File: config.mk
export PLATFORM = sky130hd
export DESIGN_NAME = seed_unpack
export DESIGN_NICKNAME = d
export VERILOG_FILES = /design/src/rtl/seed_unpack_pkg.sv /design/src/rtl/seed_unpack.sv
export SDC_FILE = /design/constraint.sdc
export NUM_CORES = 2
export LEC_CHECK = 0
export BUFFER_PORTS_ARGS = -buffer_cell sky130_fd_sc_hd__clkbuf_2
export CAP_MARGIN = 20
export CORE_AREA = 2 2 432 434
export DETAILED_ROUTE_END_ITERATION = 8
export DIE_AREA = 0 0 434 436
export HOLD_SLACK_MARGIN = 0.06
export PLACE_DENSITY = 0.49
export SYNTH_ARGS = -nofsm -noshare
export SYNTH_HDL_FRONTEND = slang
export SYNTH_SLANG_ARGS = --single-unit
File: constraint.sdc
create_clock -name clk -period 6.2 [get_ports clk]
set_clock_uncertainty 0.2 [all_clocks]
set_input_delay 0.31 -clock clk [delete_from_list [all_inputs] [get_ports clk]]
set_output_delay 0.31 -clock clk [all_outputs]
set_load 0.05 [all_outputs]
File: src/rtl/seed_unpack_pkg.sv
// Shared constants and state type for the seed unpacker: field sizes, word
// indices at which each field completes, and the two-state FSM encoding.
package seed_unpack_pkg;

  localparam int WORD_W          = 64;
  localparam int NUM_WORDS       = 16;
  localparam int RHO_WORDS       = 4;
  localparam int RHO_PRIME_WORDS = 8;
  localparam int KATA_WORDS      = 4;

  // Word indices are typed to the 4-bit counter so compares stay width-matched.
  localparam logic [3:0] RHO_LAST       = 4'(RHO_WORDS - 1);
  localparam logic [3:0] RHO_PRIME_LAST = 4'(RHO_WORDS + RHO_PRIME_WORDS - 1);
  localparam logic [3:0] KATA_LAST      = 4'(NUM_WORDS - 1);
  localparam logic [3:0] RHO_PRIME_BASE = 4'(RHO_WORDS);

  typedef enum logic {
    IDLE    = 1'b0,
    COLLECT = 1'b1
  } state_t;

endpackage

File: src/rtl/seed_unpack.sv
// Splits the 16-word SHAKE256 seed block into rho, rho' and K, pulsing each
// field's write enable as soon as it is complete. Framing check: SEED_UNPACK_LAST_CHECK_EN.
//
// state   | meaning
// IDLE    | waiting for start, no words accepted
// COLLECT | accepting squeeze words into the field buffers
module seed_unpack
  import seed_unpack_pkg::*;
(
  input  logic                                 clk,
  input  logic                                 reset,
  input  logic                                 start,
  input  logic                                 in_valid,
  output logic                                 in_ready,
  input  logic [WORD_W-1:0]                    in_data,
  input  logic                                 in_last,
  output logic                                 rho_en,
  output logic [RHO_WORDS*WORD_W-1:0]          rho_din,
  output logic                                 rho_prime_en,
  output logic [RHO_PRIME_WORDS*WORD_W-1:0]    rho_prime_din,
  output logic                                 kata_en,
  output logic [KATA_WORDS*WORD_W-1:0]         kata_din,
  output logic                                 busy,
  output logic                                 done,
  output logic                                 err
);

  state_t     state, state_next;
  logic [3:0] cnt;
  logic [3:0] rp_idx;
  logic       accept;
  logic       abort;
  logic       begin_unpack;

  assign accept       = in_valid & in_ready;
  assign begin_unpack = (state == IDLE) & start;
  assign rp_idx       = cnt - RHO_PRIME_BASE;

`ifdef SEED_UNPACK_LAST_CHECK_EN
  // An early in_last truncates the block; the final word without it only flags.
  assign abort = accept & in_last & (cnt != KATA_LAST);

  always_ff @(posedge clk) begin
    if (reset) begin
      err <= 1'b0;
    end else if (begin_unpack) begin
      err <= 1'b0;
    end else if (abort || (accept && cnt == KATA_LAST && !in_last)) begin
      err <= 1'b1;
    end
  end
`else
  logic unused_in_last;

  assign unused_in_last = in_last;
  assign abort          = 1'b0;
  assign err            = 1'b0;
`endif

  always_ff @(posedge clk) begin
    if (reset) begin
      state <= IDLE;
    end else begin
      state <= state_next;
    end
  end

  always_comb begin
    state_next = state;
    case (state)
      IDLE: begin
        if (start) begin
          state_next = COLLECT;
        end
      end
      COLLECT: begin
        if (accept && (cnt == KATA_LAST || abort)) begin
          state_next = IDLE;
        end
      end
      default: state_next = IDLE;
    endcase
  end

  always_comb begin
    in_ready = 1'b0;
    busy     = 1'b0;
    if (state == COLLECT) begin
      in_ready = 1'b1;
      busy     = 1'b1;
    end
  end

  // Buffers only take words for their own slot range, so a completed field
  // holds its value until the next start clears it.
  always_ff @(posedge clk) begin
    if (reset || begin_unpack) begin
      cnt           <= '0;
      rho_din       <= '0;
      rho_prime_din <= '0;
      kata_din      <= '0;
    end else if (accept) begin
      cnt <= cnt + 4'd1;
      if (cnt <= RHO_LAST) begin
        rho_din[cnt[1:0]*WORD_W +: WORD_W] <= in_data;
      end else if (cnt <= RHO_PRIME_LAST) begin
        rho_prime_din[rp_idx[2:0]*WORD_W +: WORD_W] <= in_data;
      end else begin
        kata_din[cnt[1:0]*WORD_W +: WORD_W] <= in_data;
      end
    end
  end

  always_ff @(posedge clk) begin
    if (reset) begin
      rho_en       <= 1'b0;
      rho_prime_en <= 1'b0;
      kata_en      <= 1'b0;
    end else begin
      rho_en       <= accept & ~abort & (cnt == RHO_LAST);
      rho_prime_en <= accept & ~abort & (cnt == RHO_PRIME_LAST);
      kata_en      <= accept & (cnt == KATA_LAST);
    end
  end

  assign done = kata_en;

endmodule
==> impl_metrics.env <==
export IMPL_reported_leakage_power_nw=18.5
export IMPL_worstPathArrival_ps=4960
export IMPL_route_detailed_vias_per_inst=4.82
export IMPL_hold_wc_path_type="in2reg"
export IMPL_timing_critical_path_fanout_max=43
export IMPL_worst_setup_hold_path_clk_slew_ps=60
export IMPL_total_number_of_placement_rows=158
export IMPL_cts_buffers=117
export IMPL_synth_top_cell_area_share_pct=54.7
export IMPL_power_combinational_fraction_pct=5.7
export IMPL_detail_route_wirelength_um=224000
export IMPL_netlist_top_cells_area="dfxtp_1 (55%), nand3_1 (11%), nand2_1 (10%)"
export IMPL_via_count=38800
export IMPL_io_pins=1100
export IMPL_clkSinkCount=1032
export IMPL_number_of_endpoints_failing_setup_at_the_final_stage=0
export IMPL_tritoncts="built"
export IMPL_sw_pwr_mw=3.78
export IMPL_number_of_synthesized_flops_with_an_enable_pin=0
export IMPL_first_global_vias=34800
export IMPL_async_reset_ff_share_pct=0
export IMPL_synth_area_leader_cell="dfxtp_1"
export IMPL_grt_pass1_wl_um=296000
export IMPL_holdCritStartpoint="in_data[4]"
export IMPL_max_cap_violations=0
export IMPL_worstSetupStartpoint="cnt[1]"
export IMPL_vdd_ir_drop_max_uv=214
export IMPL_seqPwrFrac_pct=45.3
export IMPL_pre_cts_ws_ps=1810
export IMPL_max_freq_ghz=0.223
export IMPL_grt_setup_unrepaired="false"
export IMPL_core_area_sq_mm=0.185
export IMPL_post_drt_wl_per_cell_um=27.9
export IMPL_detail_route_antenna_nets=0
export IMPL_critPathRequiredTime_ps=6680
export IMPL_routabilityCongestion=0.804
export IMPL_hold_viol=0
export IMPL_cts_root_buf="clkbuf_16"
export IMPL_fin_worst_hold_slack_ps=123
export IMPL_worst_rel_slew_slack_pct=21.4
export IMPL_final_min_clock_period_ps=4490
export IMPL_detailed_place_hpwl_um=148000
export IMPL_netlist_cell_type_count=46
export IMPL_final_fill_count=20200
export IMPL_final_setup_tns_ps=0
export IMPL_worst_slew_pin_slew_ps=1180
export IMPL_regToRegStartpoint="cnt[1]"
export IMPL_grt_overflow=0
export IMPL_die_area_sq_mm=0.189
export IMPL_synth_warnings=0
export IMPL_slew_violations=0
export IMPL_antenna_violations_before_repair=37
export IMPL_element_type_at_the_critical_path_start="flip-flop"
export IMPL_insertion_delay_ps=760
export IMPL_power_switching_fraction_pct=25.8
export IMPL_synth_flop_cell="dfxtp_1"
export IMPL_cts_max_path_buffers=3
export IMPL_per_instance_average_area_after_synthesis_sq_um=8.20
export IMPL_final_layout_size_suffix_gt1_share_pct=25.7
export IMPL_numPortBuffers=1097
export IMPL_area_growth_synth_to_final_pct=31.4
export IMPL_final_nets=5525
export IMPL_initial_utilization_pct=20.5
export IMPL_mostFrequentLayoutCell="clkbuf_2"
export IMPL_number_of_remaining_drc_errors=0
export IMPL_chipWidth_um=434
export IMPL_groute_usage_overall_pct=22.5
export IMPL_power_density_cell_area_mw_per_mm2=296
export IMPL_dr_first_iter_drc_count=4307
export IMPL_timing_critical_path_to_type="flip-flop"
export IMPL_drt_first_pass_iters=6
export IMPL_setup_worst_path_class="reg2reg"
export IMPL_postLayoutSetupSlackWorst_ps=1710
export IMPL_grt_max_degree=232
export IMPL_die_h_um=436
export IMPL_syn_instance_count=4604
export IMPL_most_common_layout_cells="clkbuf_2 (1097), dfxtp_1 (1031), nand2_1 (1015)"
export IMPL_postCtsResizedCells=0
export IMPL_clock_h_tree_levels=3
export IMPL_seq_area_frac_synth_pct=54.7
export IMPL_status="completed"
export IMPL_mappedNetlistNets=4681
export IMPL_power_frac_clock_pct=49.0
export IMPL_syn_cell_area_sq_mm=0.0378
export IMPL_synth_seq_cells=1032
export IMPL_period_share_pct=72.4
export IMPL_intPower_mw=10.9
==> cell type report <==
type / instances / area [sq um] / share of cell area (%)
clock buffer: 181 / 3550 / 7.15
multi-input combinational: 3027 / 15000 / 30.2
inverter: 40 / 150 / 0.302
clock inverter: 33 / 398 / 0.802
timing repair buffer: 1230 / 6740 / 13.6
sequential: 1032 / 20700 / 41.6
antenna: 24 / 60.1 / 0.121
tap: 2480 / 3100 / 6.25
==> metrics by stage <==
stage | power, mW | util (%) | cell area, sq um | std cells
after global routing | 15.1 | 26.9 | 49600 | 8028
after CTS | 14.8 | 26.8 | 49500 | 8022
after global placement | 7.61 | 24.4 | 45100 | 7762
final | 14.7 | 26.9 | 49600 | 8047
after floorplan | 7.17 | - | 37800 | 4604
after detailed placement | 7.61 | 24.4 | 45100 | 7762
==> layer usage <==
layer / global-route usage, % / vias to the layer above / wire length [um]
met1: 27.5 / 19000 / 88200
met2: 37.1 / 1879 / 106000
met4: 10.5 / 6 / 11500
met3: 5.29 / 431 / 18300
met5: 0 / - / 84
li1: - / 17500 / -
==> power by group through the flow <==
stage / registers, mW / logic [mW] / clock network, mW
floorplan: 6.83 / 0.332 / 0
global placement: 6.80 / 0.817 / 0
detailed placement: 6.80 / 0.817 / 0
CTS: 6.65 / 0.844 / 7.33
global route: 6.65 / 0.862 / 7.56
finish: 6.65 / 0.835 / 7.19
==> synth_stat cells, types with 5 or more instances <==
master    number
nor2_2         5
or2_2          6
ha_1           8
o41ai_2        9
o31ai_1      128
buf_1         51
inv_1         39
nand2_1     1016
nand3_1      847
dfxtp_1     1032
o21ai_1       11
o21ai_0       75
nor2_1       100
o41ai_1       92
nor3_2         5
nand4_1        7
buf_6          7
buf_4         12
buf_2        142
a21oi_1      681
clkbuf_1     292
==> kinds of logic after synthesis <==
group	synth area share [%]
and+or+nand+nor	23.5
DFF	54.7
AOI/OAI and AO/OA	15.3
buffers and inverters	6.15
adders and majority gates	0.265
xor gates and xnor gates	0.113
other	0.00993
muxes	0.0265
==> path summary, 6_finish.rpt <==
check,to,slack [ps],cells past startpoint
max,rho_prime_din[287],1710,9
max reg2reg,rho_prime_din[287],1710,9
min reg2reg,rho_prime_din[17],250,2
min,rho_din[132],120,3
==> sequential cells by signal, summed over array words and instances, names as in the netlist <==
register       flops
rho_prime_din    512
kata_din         256
rho_din          256
cnt                4
done               1
rho_en             1
rho_prime_en       1
state              1
==> critical path, stage by stage, from the launching register on <==
cell	delay [ps]
dfxtp_1	490
inv_1	130
ha_1	390
ha_2	400
buf_4	510
and4b_1	470
and4_2	870
buf_4	520
nand3_1	140
a21oi_1	220
==> what timing repair did <==
action,in CTS,in global routing
setup endpoints to repair,0,0
hold endpoints to repair,427,0
buffers inserted,0,0
hold buffers,46,0
No activity file was read; power rests on OpenSTA's default activity.
